$ cat config.mk
export PLATFORM = sky130hd
export DESIGN_NAME = mul_div_unit
export DESIGN_NICKNAME = d
export VERILOG_FILES = /design/src/rtl/mul_div_unit.sv
export SDC_FILE = /design/constraint.sdc
export NUM_CORES = 1
export LEC_CHECK = 0
export ABC_CLOCK_PERIOD_IN_PS = 4400
export BUFFER_PORTS_ARGS = -buffer_cell sky130_fd_sc_hd__buf_2
export CORE_ASPECT_RATIO = 1.4
export CORE_MARGIN = 10
export CORE_UTILIZATION = 53
export DETAILED_ROUTE_END_ITERATION = 6
export PLACE_DENSITY = 0.67
export SETUP_SLACK_MARGIN = 0.4
export SYNTH_ARGS = -nofsm -noshare
export SYNTH_HDL_FRONTEND = slang
export SYNTH_SLANG_ARGS = --single-unit
$ cat constraint.sdc
create_clock -name clk -period 4.4 [get_ports clk]
set_input_delay 1.32 -clock clk [delete_from_list [all_inputs] [get_ports clk]]
set_output_delay 1.32 -clock clk [all_outputs]
set_load 0.1 [all_outputs]
$ cat src/rtl/mul_div_unit.sv
// Multi-cycle RV32M multiply/divide unit sitting beside the EX-stage ALU.
// One result bit per cycle: radix-2 shift-add for MUL*, restoring
// shift-subtract for DIV*/REM*, both on unsigned magnitudes with the sign
// and the RISC-V special cases applied on the final (finish) cycle.
// A request takes DATA_WIDTH iteration cycles plus one finish cycle in CALC.
module mul_div_unit #(
  parameter int DATA_WIDTH = 32
) (
  input  logic                  clk,
  input  logic                  reset,
  input  logic                  start,
  input  logic [2:0]            funct3,
  input  logic [DATA_WIDTH-1:0] SrcA,
  input  logic [DATA_WIDTH-1:0] SrcB,
  output logic                  busy,
  output logic                  done,
  output logic [DATA_WIDTH-1:0] Result
);

  localparam int W  = DATA_WIDTH;
  localparam int CW = $clog2(W + 1);
  localparam logic [W-1:0] MIN_VAL = {1'b1, {(W-1){1'b0}}};

  typedef enum logic [1:0] {
    IDLE = 2'd0,
    CALC = 2'd1,
    DONE = 2'd2
  } state_t;

  state_t          state;
  state_t          state_next;

  logic [2:0]      op;
  logic [W-1:0]    mag_a;
  logic [W-1:0]    mag_b;
  logic            neg;
  logic            div_zero;
  logic            div_ovf;
  logic [2*W-1:0]  acc;
  logic [CW-1:0]   count;

  logic            accept;
  logic            last;
  logic            a_signed;
  logic            b_signed;
  logic            sign_a;
  logic            sign_b;
  logic [W-1:0]    mag_a_in;
  logic [W-1:0]    mag_b_in;
  logic            neg_in;
  logic            ovf_in;
  logic            zero_in;

  logic [W:0]      mul_sum;
  logic [2*W-1:0]  mul_next;
  logic [W:0]      div_shift;
  logic            div_ge;
  logic [W-1:0]    div_sub;
  logic [2*W-1:0]  div_next;

  // Two's-complement magnitude of a possibly-signed operand.
  function automatic logic [W-1:0] magnitude(input logic [W-1:0] x, input logic s);
    return s ? -x : x;
  endfunction

  // Applies the result sign, picks the half / quotient / remainder and
  // substitutes the divide-by-zero and signed-overflow results.
  function automatic logic [W-1:0] finish_result(
    input logic [2:0]     f,
    input logic [2*W-1:0] a,
    input logic           n,
    input logic           dz,
    input logic           ov
  );
    logic [2*W-1:0] p;
    logic [W-1:0]   q;
    logic [W-1:0]   r;
    logic [W-1:0]   res;
    p = n ? -a : a;
    q = n ? -a[W-1:0] : a[W-1:0];
    r = n ? -a[2*W-1:W] : a[2*W-1:W];
    case (f)
      3'b000:                 res = p[W-1:0];
      3'b001, 3'b010, 3'b011: res = p[2*W-1:W];
      3'b100, 3'b101:         res = dz ? {W{1'b1}} : (ov ? MIN_VAL : q);
      default:                res = ov ? {W{1'b0}} : r;
    endcase
    return res;
  endfunction

  assign accept   = start && (state == IDLE || state == DONE);
  assign last     = (count == CW'(W));

  // Operand decode at accept: which operands are signed, their magnitudes,
  // the final result sign (remainder follows the dividend) and special cases.
  assign a_signed = funct3 inside {3'b000, 3'b001, 3'b010, 3'b100, 3'b110};
  assign b_signed = funct3 inside {3'b000, 3'b001, 3'b100, 3'b110};
  assign sign_a   = a_signed && SrcA[W-1];
  assign sign_b   = b_signed && SrcB[W-1];
  assign mag_a_in = magnitude(SrcA, sign_a);
  assign mag_b_in = magnitude(SrcB, sign_b);
  assign neg_in   = (funct3[2] && funct3[1]) ? sign_a : (sign_a ^ sign_b);
  assign zero_in  = (SrcB == {W{1'b0}});
  assign ovf_in   = (funct3 == 3'b100 || funct3 == 3'b110) &&
                    (SrcA == MIN_VAL) && (SrcB == {W{1'b1}});

  // One iteration step for each algorithm; acc holds {hi, lo}. For divide
  // lo shifts the dividend out while quotient bits shift in, hi is the
  // partial remainder, which is always below the divisor after a step so the
  // W-bit subtraction is exact whenever it is taken.
  always_comb begin
    mul_sum   = {1'b0, acc[2*W-1:W]} + (acc[0] ? {1'b0, mag_a} : {(W+1){1'b0}});
    mul_next  = {mul_sum, acc[W-1:1]};
    div_shift = {acc[2*W-1:W], acc[W-1]};
    div_ge    = (div_shift >= {1'b0, mag_b});
    div_sub   = div_shift[W-1:0] - mag_b;
    div_next  = {(div_ge ? div_sub : div_shift[W-1:0]), acc[W-2:0], div_ge};
  end

  // State register.
  always_ff @(posedge clk) begin
    if (reset) state <= IDLE;
    else       state <= state_next;
  end

  // Next-state decode and the busy/done status outputs.
  always_comb begin
    state_next = state;
    busy       = 1'b0;
    done       = 1'b0;
    case (state)
      IDLE: begin
        if (start) state_next = CALC;
      end
      CALC: begin
        busy = 1'b1;
        if (last) state_next = DONE;
      end
      DONE: begin
        done       = 1'b1;
        state_next = start ? CALC : IDLE;
      end
      default: state_next = IDLE;
    endcase
  end

  // Operand capture, per-cycle iteration and the result write on the finish cycle.
  always_ff @(posedge clk) begin
    if (reset) begin
      op       <= 3'b000;
      mag_a    <= {W{1'b0}};
      mag_b    <= {W{1'b0}};
      neg      <= 1'b0;
      div_zero <= 1'b0;
      div_ovf  <= 1'b0;
      acc      <= {(2*W){1'b0}};
      count    <= {CW{1'b0}};
      Result   <= {W{1'b0}};
    end else if (accept) begin
      op       <= funct3;
      mag_a    <= mag_a_in;
      mag_b    <= mag_b_in;
      neg      <= neg_in;
      div_zero <= zero_in;
      div_ovf  <= ovf_in;
      acc      <= {{W{1'b0}}, (funct3[2] ? mag_a_in : mag_b_in)};
      count    <= {CW{1'b0}};
    end else if (state == CALC) begin
      if (last) begin
        Result <= finish_result(op, acc, neg, div_zero, div_ovf);
      end else begin
        acc   <= op[2] ? div_next : mul_next;
        count <= count + CW'(1);
      end
    end
  end

endmodule
==> results of run 1 <==
-- report_power, final --
part | internal [uW] | total, uW | leakage, uW | switching, uW
sequential | 1670 | 1830 | 0.00143 | 152
clock | 766 | 1530 | 0.000294 | 760
combinational | 629 | 1740 | 0.00487 | 1110
total | 3070 | 5090 | 0.00659 | 2020
-- layout make-up --
cell class                 instances  share of cell area, %
clock buffer                      17                  2.634
clock inverter                    15                  1.038
inverter                          69                  1.604
multi-input combinational       1652                  64.72
sequential                       174                  21.59
tap                              370                  2.867
timing repair buffer             150                  5.547
-- how the worst max path moves through the flow --
stage,slack [ns],start,cells after the start,endpoint
global route,0.43,acc[0]$_SDFFE_PP0P_,12,acc[62]$_SDFFE_PP0P_
detailed placement,0.37,SrcB[8],10,acc[27]$_SDFFE_PP0P_
floorplan,0.71,SrcB[16],9,acc[30]$_SDFFE_PP0P_
global placement,0.43,SrcB[8],10,acc[27]$_SDFFE_PP0P_
CTS,0.72,acc[0]$_SDFFE_PP0P_,13,acc[63]$_SDFFE_PP0P_
finish,0.65,acc[46]$_SDFFE_PP0P_,11,acc[60]$_SDFFE_PP0P_
-- sequential cells by signal (all words and copies together) (netlist names) --
signal	cells
acc	64
Result	32
mag_a	32
mag_b	32
count	6
op	3
state	2
div_ovf	1
div_zero	1
neg	1
-- layer usage --
layer | wire [um] | track usage (%) | up-vias
met5 | 11 | 0 | -
met4 | 3515 | 17.42 | 2
met3 | 3918 | 5.421 | 178
met2 | 26570 | 51.86 | 678
met1 | 22530 | 36.93 | 7231
li1 | - | - | 7372
-- per-stage QoR --
step / util (%) / hold slack [ns] / setup slack [ns]
after floorplan: - / 0.4317 / 0.7110
after global placement: 56.43 / 0.4445 / 0.4256
after detailed placement: 56.43 / 0.4433 / 0.3688
after CTS: 58.58 / 0.4542 / 0.7201
after global routing: 58.58 / 0.4927 / 0.4270
final: 58.58 / 0.4549 / 0.6513
-- critical path: stages, from the launching register on --
cell      delay, ns
dfxtp_1        0.80
ha_1           0.45
a21oi_1        0.18
o21a_1         0.17
nand2_1        0.07
or4_1          0.61
a41o_1         0.28
a221oi_1       0.48
xor2_1         0.20
o21ai_0        0.09
mux2i_1        0.18
a21oi_1        0.08
-- placed cells by master, fill, tap and decap left out, types with 11 or more instances in the layout --
cell	synthesis	final
a21oi_1	188	188
o41ai_1	12	12
and2_1	45	44
nor2_1	228	227
inv_1	68	68
nand4_1	22	22
nor4_1	20	20
o211ai_1	23	23
nand3_1	40	40
dfxtp_1	174	172
buf_2	5	102
o22ai_1	19	19
a31oi_1	24	24
o21a_1	11	11
nor3_1	57	57
xnor2_1	112	112
o221ai_1	22	22
clkbuf_16	0	17
buf_4	0	46
ha_1	71	71
a21o_1	27	27
mux2i_1	46	46
xor2_1	90	90
nand2_1	213	213
a211oi_1	75	75
or3_1	26	26
o31ai_1	29	29
o21ai_0	116	115
-- cells by family after synthesis --
family	Yosys count	share of synthesized area (%)
compound gates	617	26.74
buf+inv	222	5.801
flops	174	23.58
simple gates	708	22.04
fa+ha+maj	73	6.284
xor+xnor	202	11.97
mux	52	3.574
-- what timing repair did --
action	4_1_cts	5_1_grt
endpoints found under the setup margin	0	1
resized for setup	0	1
endpoints found under the hold margin	0	0
hold buffers	0	0
==> flow_summary.json, run 1 <==
{
  "status": "completed",
  "arrival_ns": 4.07,
  "skew_ns": 0.01546,
  "grt_pass1_wl_um": 85700,
  "slew_headroom_pct": 11.25,
  "synth_area_per_cell_sq_um": 7.214,
  "hold_viol": 0,
  "finalPower_uw": 5091,
  "wl_um": 56550,
  "dieArea_sq_um": 35050,
  "finalSetupViolCount": 0,
  "drc": 0,
  "dr.pass1.iters": 6,
  "required_ns": 4.72,
  "critPathMaxFanout": 13,
  "synthTopCellsByArea": "dfxtp_1 (24%), xnor2_1 (6.6%), a21oi_1 (6.4%), ha_1 (6.0%), nor2_1 (5.8%)",
  "synth_edf_count": 0,
  "ir_drop_uv": 253.6,
  "place_inst": 2415,
  "die-width_um": 161.1,
  "drive_gt1_share_pct": 10.30,
  "worstReg2RegEnd": "acc[60]$_SDFFE_PP0P_",
  "hp-start": "mag_a[0]$_SDFFE_PP0P_",
  "tightestPinTransition_ns": 1.330,
  "synthArstFlopShare_pct": 0,
  "fmax_mhz": 266.8,
  "ant_nets": 0,
  "multiInputGateArea_sq_um": 10450,
  "fin_cells": 2447,
  "place.gp.congestion": 1.019,
  "h-tree-depth": 4,
  "cts.sinks": 174,
  "area_delta_synth_final_pct": 9.307,
  "p_per_area_nw_per_um2": 315.2,
  "fin_tns_setup_ns": 0,
  "rows": 72,
  "portBuffers": 103,
  "cp-end-kind": "flip-flop",
  "synth_top_flop_cell": "dfxtp_1",
  "min_period_ns": 3.749,
  "wl_per_cell_um": 23.11,
  "syn-num-nets": 2191,
  "fp.dieH_um": 217.6,
  "grt_use_total_pct": 31.05,
  "ys_seq_elements": 174,
  "slew_viol_final": 0,
  "yosysSeqAreaShare_pct": 23.58,
  "cts-root-buf": "clkbuf_16",
  "r2r_start": "acc[46]$_SDFFE_PP0P_",
  "startpoint_type": "flip-flop",
  "routed_via_density": 6.318,
  "regArea_sq_um": 3486,
  "diodes": 0,
  "reg2regPathDepth": 11,
  "vias": 15461,
  "synthCells": 2048,
  "post-route-period-util_pct": 85.20,
  "grt_overflow": 0,
  "first_iter_violations": 1486,
  "cts_max_path_buffers": 2,
  "final_area_sq_um": 16150,
  "clk_pin_slew_ns": 0.08,
  "tritoncts": "built",
  "synth_top_area_share_pct": 23.58,
  "boundaryPins": 104,
  "rsz0062_at_grt": "false",
  "post_synth_num_cell_types": 72,
  "initial_core_util_pct": 53.59,
  "yosys_warnings": 0,
  "reg2reg_slack_ns": 0.65,
  "syn-cell-area_sq_um": 14770,
  "yosysTopAreaCell": "dfxtp_1",
  "fp.coreArea_sq_um": 27570,
  "fillers": 2656,
  "critical_path_class": "flip-flop to flip-flop",
  "grt_max_degree": 145,
  "cts_made_buffers": 17,
  "cap_violations": 0,
  "holdPathStages": 2,
  "worstHoldEndpoint": "mag_a[0]$_SDFFE_PP0P_",
  "yosysMostFrequentCell": "nor2_1",
  "grt_pass1_vias": 14636,
  "cts_setup_buffers": 0,
  "p_leak_uw": 0.006592,
  "dp_hpwl_um": 45250,
  "antenna_found_initial": 1,
  "clock_latency_ns": 0.46,
  "place_area_sq_um": 15560,
  "nets": 2207,
  "min_path_type": "flip-flop to flip-flop",
  "synth_common_cells": "nor2_1 (228), nand2_1 (213), a21oi_1 (188)"
}
Note: power is estimated with default switching activity, not from simulation.
==> run 2: changes to the inputs <==
ABC_CLOCK_PERIOD_IN_PS = 3800   (was 4400)
clock period = 3.8 ns   (was 4.4 ns; I/O delays follow)
==> run 2 against run 1 <==
  * Global-route usage up 1.2 points
  * Worst hold slack improved by 0.0075 ns
  * Die area unchanged
  * Sequential share of layout area shrank 0.82 points
  * Critical endpoint is now Result[16]$_SDFFE_PP0P_
  * Largest power group is now combinational logic
==> flow_summary.json, run 2 (synthesis gave the netlist of run 1 again) <==
{
  "grt_use_total_pct": 32.26,
  "first_iter_violations": 1599,
  "die-width_um": 161.1,
  "internal-power_uw": 3635,
  "fp.dieH_um": 217.6,
  "p_switching_uw": 2424,
  "status": "completed",
  "routed_via_density": 6.280,
  "arrival_ns": 3.77,
  "tritoncts": "built",
  "tightestPinTransition_ns": 1.199,
  "nets": 2275,
  "pre_cts_ws_ns": 0.1245,
  "regMostFlops": "acc",
  "fmax_mhz": 295.8,
  "wl_um": 58470,
  "slew_headroom_pct": 19.78,
  "fin_util_pct": 60.98,
  "vias": 15800,
  "p_leak_uw": 0.006953,
  "grt_pass1_wl_um": 88430,
  "clock_latency_ns": 0.47,
  "initial_core_util_pct": 53.59,
  "finalSetupViolCount": 0,
  "p_comb_share_pct": 35.7,
  "crit_start": "acc[11]$_SDFFE_PP0P_",
  "ir_drop_uv": 333.0,
  "min_period_ns": 3.381,
  "wl_per_cell_um": 23.24,
  "place_area_sq_um": 16030,
  "grt_max_degree": 80,
  "dieArea_sq_um": 35050,
  "grt_pass1_vias": 15104,
  "r2r_start": "acc[11]$_SDFFE_PP0P_",
  "cts_max_path_buffers": 2,
  "slowest_stage": "or4_4",
  "share_seq_of_total_power_pct": 34.5,
  "cts.sinks": 174,
  "layout_common_cells": "nor2_1 (226), nand2_1 (213), a21oi_1 (183), dfxtp_1 (168), buf_4 (114)",
  "fp.coreArea_sq_um": 27570,
  "required_ns": 4.19,
  "worstPathCellList": "or3_4 > or3_4 > or4_4 > or4_4 > buf_12 > buf_4 > o41ai_4 > xnor2_1 > a21oi_1 > nor3_1",
  "worst_path_largest_cell_delay_ns": 0.59,
  "fin_ws_ns": 0.4189,
  "area_delta_synth_final_pct": 13.79,
  "place.gp.congestion": 1.008,
  "drc": 0,
  "critPathMaxFanout": 7,
  "cts_made_buffers": 17,
  "cp-end-kind": "flip-flop",
  "skew_ns": 0.01923,
  "p_per_area_nw_per_um2": 360.4,
  "h-tree-depth": 4,
  "slew_viol_final": 0,
  "critical_path_class": "flip-flop to flip-flop",
  "dr.pass1.iters": 6,
  "drive_gt1_share_pct": 14.69,
  "boundaryPins": 104,
  "rsz0062_at_grt": "true",
  "hold_viol": 0,
  "finalPower_uw": 6059,
  "ant_nets": 0,
  "swShare_pct": 40.01,
  "hp-start": "mag_a[31]$_SDFFE_PP0P_",
  "cts-root-buf": "clkbuf_16",
  "final_common_cell": "nor2_1",
  "rows": 72,
  "cap_violations": 0,
  "dp_hpwl_um": 46740,
  "p_clk_share_pct": 29.8,
  "post-route-period-util_pct": 88.98,
  "min_path_type": "flip-flop to flip-flop",
  "grt_overflow": 0,
  "final_area_sq_um": 16810,
  "fin_tns_setup_ns": 0,
  "portBuffers": 103,
  "startpoint_type": "flip-flop",
  "largest_register_ffs": 64,
  "antenna_found_initial": 0,
  "clk_pin_slew_ns": 0.08
}
[run 2: changes by cell type in the layout (fill, tap and decap cells not counted), sizes merged]
cell      change
buf          +68
diode         +1
inv           -1
clkinvlp      +1
[run 2: final timing paths]
path | endpoint | slack [ns] | depth (start not counted)
max | Result[16]$_SDFFE_PP0P_ | 0.42 | 10
min | mag_a[31]$_SDFFE_PP0P_ | 0.46 | 2
max reg2reg | Result[16]$_SDFFE_PP0P_ | 0.42 | 10
min reg2reg | mag_a[31]$_SDFFE_PP0P_ | 0.46 | 2
[run 2: power by group through the flow]
stage                     Sequential [uW]  Clock (uW)  Combinational, uW
after floorplan                      2050           0               1420
after global placement               2120           0               2070
after detailed placement             2120           0               2080
after CTS                            2080        1810               2090
after global routing                 2100        1880               2340
final                                2090        1800               2170
[run 2: critical path: cells and delay by family (launching register included)]
| family | cells | cell delay, ns |
|---|---|---|
| AND/OR/NAND/NOR | 5 | 2.10 |
| AO/OA/AOI/OAI | 2 | 0.40 |
| flip-flops | 1 | 0.37 |
| buffers and inverters | 2 | 0.29 |
| XOR/XNOR | 1 | 0.15 |
[run 2: what timing repair did]
action                     4_1_cts  5_1_grt
resized for setup                3       38
hold buffers                     0        0
setup endpoints to repair        6       37
buffers inserted                 0        4
pin swaps                        1        5
hold endpoints to repair         0        0
[run 2: cell type report]
| type | instances | area [sq um] |
|---|---|---|
| clock inverter | 15 | 166.4 |
| inverter | 69 | 259.0 |
| clock buffer | 17 | 425.4 |
| antenna | 1 | 2.502 |
| sequential | 174 | 3491 |
| multi-input combinational | 1652 | 10600 |
| tap | 370 | 462.9 |
| timing repair buffer | 218 | 1406 |
| fill | 2653 | 10760 |
[run 2: stage by stage]
| stage | hold WS, ns | std cells |
|---|---|---|
| after floorplan | 0.4317 | 2048 |
| after global placement | 0.4449 | 2479 |
| after detailed placement | 0.4492 | 2479 |
| after CTS | 0.4590 | 2511 |
| after global routing | 0.4782 | 2515 |
| final | 0.4625 | 2516 |
[run 2: layer usage]
| layer | share of wire [%] | routed length [um] | vias up | GRT usage [%] |
|---|---|---|---|---|
| met4 | 6.9 | 4036 | 0 | 20.76 |
| met2 | 47 | 27650 | 736 | 54.28 |
| met5 | 0 | 0 | - | 0 |
| met1 | 38 | 22290 | 7372 | 36.38 |
| li1 | - | - | 7510 | - |
| met3 | 7.7 | 4491 | 182 | 6.743 |
==> run 3: changes to the inputs <==
RECOVER_POWER = 25   (was unset)
==> run 3 against run 2 <==
  * Clock-buffer cell count stayed put
  * Sequential power hardly changed
  * Largest power group unchanged
  * Critical endpoint unchanged
  * Wire length is 0.13% lower
  * Sequential share of layout area is 0.079 points higher
  * Cell area is 0.38% lower
  * Worst hold slack better by 0.0028 ns
  * Critical path depth stayed put
  * Final cell count hardly changed
==> flow_summary.json, run 3 (synthesis gave the netlist of run 1 again) <==
{
  "nets": 2275,
  "slew_headroom_pct": 2.325,
  "initial_core_util_pct": 53.59,
  "grt_pass1_wl_um": 88430,
  "grt_pass1_vias": 15104,
  "critical_path_class": "flip-flop to flip-flop",
  "layout_common_cells": "nor2_1 (226), nand2_1 (213), a21oi_1 (183), dfxtp_1 (168)",
  "final_area_sq_um": 16750,
  "dp_hpwl_um": 46740,
  "portBuffers": 103,
  "final_common_cell": "nor2_1",
  "cap_violations": 0,
  "grt_overflow": 0,
  "cts.sinks": 174,
  "fmax_mhz": 294.6,
  "fin_ws_ns": 0.4052,
  "clk_pin_slew_ns": 0.08,
  "grt_use_total_pct": 32.26,
  "min_path_type": "flip-flop to flip-flop",
  "cts-root-buf": "clkbuf_16",
  "ir_drop_uv": 334.6,
  "fp.coreArea_sq_um": 27570,
  "dieArea_sq_um": 35050,
  "place.gp.congestion": 1.008,
  "place_area_sq_um": 16030,
  "vias": 15825,
  "finalSetupViolCount": 0,
  "diodes": 0,
  "fillers": 2672,
  "tritoncts": "built",
  "crit_start": "acc[11]$_SDFFE_PP0P_",
  "skew_ns": 0.01839,
  "cp-end-kind": "flip-flop",
  "tightestPinTransition_ns": 1.465,
  "reg2reg_slack_ns": 0.41,
  "p_per_area_nw_per_um2": 361.8,
  "die-width_um": 161.1,
  "min_period_ns": 3.395,
  "pre_cts_ws_ns": 0.1245,
  "drc": 0,
  "status": "completed",
  "antenna_found_initial": 0,
  "area_delta_synth_final_pct": 13.36,
  "startpoint_type": "flip-flop",
  "largest_register_ffs": 64,
  "holdBufCountCts": 0,
  "arrival_ns": 3.72,
  "dr.pass1.iters": 6,
  "ant_nets": 0,
  "boundaryPins": 104,
  "wl_um": 58390,
  "fp.dieH_um": 217.6,
  "hp-start": "mag_a[31]$_SDFFE_PP0P_",
  "first_iter_violations": 1519,
  "regMostFlops": "acc",
  "rows": 72,
  "rsz0062_at_grt": "true",
  "cts_max_path_buffers": 2,
  "whs_ns": 0.4652,
  "r2r_start": "acc[11]$_SDFFE_PP0P_",
  "multiInputGateArea_sq_um": 10590,
  "slew_viol_final": 0,
  "h-tree-depth": 4,
  "routed_via_density": 6.292,
  "cts_made_buffers": 17,
  "wl_per_cell_um": 23.22,
  "fin_tns_setup_ns": 0,
  "critPathMaxFanout": 7,
  "regArea_sq_um": 3491,
  "drive_gt1_share_pct": 13.10,
  "hold_viol": 0,
  "post-route-period-util_pct": 89.34,
  "required_ns": 4.12,
  "grt_max_degree": 80,
  "p_leak_uw": 0.006804,
  "clock_latency_ns": 0.47
}
## run 3: cell count changes in the layout (fill, tap and decap cells not counted)
| cell | before | now |
|---|---|---|
| nor2b_1 | 9 | 10 |
| buf_2 | 102 | 71 |
| nor2b_4 | 1 | 0 |
| buf_4 | 114 | 109 |
| clkbuf_2 | 0 | 3 |
| diode_2 | 1 | 0 |
| clkbuf_1 | 0 | 33 |
## run 3: path summary, 6_finish.rpt
kind,end,cells after the start
worst max register to register,Result[16]$_SDFFE_PP0P_,10
worst min register to register,mag_a[31]$_SDFFE_PP0P_,2
worst min-delay path,mag_a[31]$_SDFFE_PP0P_,2
worst max-delay path,Result[16]$_SDFFE_PP0P_,10
## run 3: layout make-up
cell class	count	area share, %
clock buffers	17	2.540
repair buffers	218	8.076
flip-flops and latches	174	20.84
clock inverters	15	0.9937
multi-input cells	1652	63.24
well taps	370	2.764
inverters	69	1.547
## run 3: metrics by stage
stage	instances	utilization (%)	power [uW]
4_1_cts	2511	60.34	5983
6_report	2515	60.75	6059
5_1_grt	2515	60.75	6321
2_1_floorplan	2048	-	3476
3_5_place_dp	2479	58.16	4200
3_3_place_gp	2479	58.16	4185
## run 3: timing repair
action	4_1_cts	5_1_grt
resized for setup	3	38
setup endpoints to repair	6	37
pin swaps	1	5
setup buffers	0	4
## run 3: layer usage
| metal | share of wire (%) | routed length [um] | track usage (%) | up-vias |
|---|---|---|---|---|
| li1 | - | - | - | 7505 |
| met1 | 38 | 22180 | 36.38 | 7387 |
| met2 | 47 | 27720 | 54.28 | 738 |
| met3 | 7.5 | 4391 | 6.743 | 195 |
| met4 | 7.0 | 4096 | 20.76 | 0 |
| met5 | 0 | 0 | 0 | - |
## run 3: where the power goes
group | switching (uW) | leakage, uW | internal [uW]
clock | 921 | 0.000288 | 884
combinational | 1350 | 0.00509 | 811
sequential | 151 | 0.00143 | 1940
## run 3: worst max-delay path, cell delays in order, from the launching register on
cell	delay, ns
dfxtp_2	0.37
or3_4	0.41
or3_4	0.36
or4_4	0.59
or4_4	0.57
buf_12	0.16
buf_4	0.13
o41ai_4	0.30
xnor2_1	0.10
a21oi_1	0.19
nor3_1	0.07
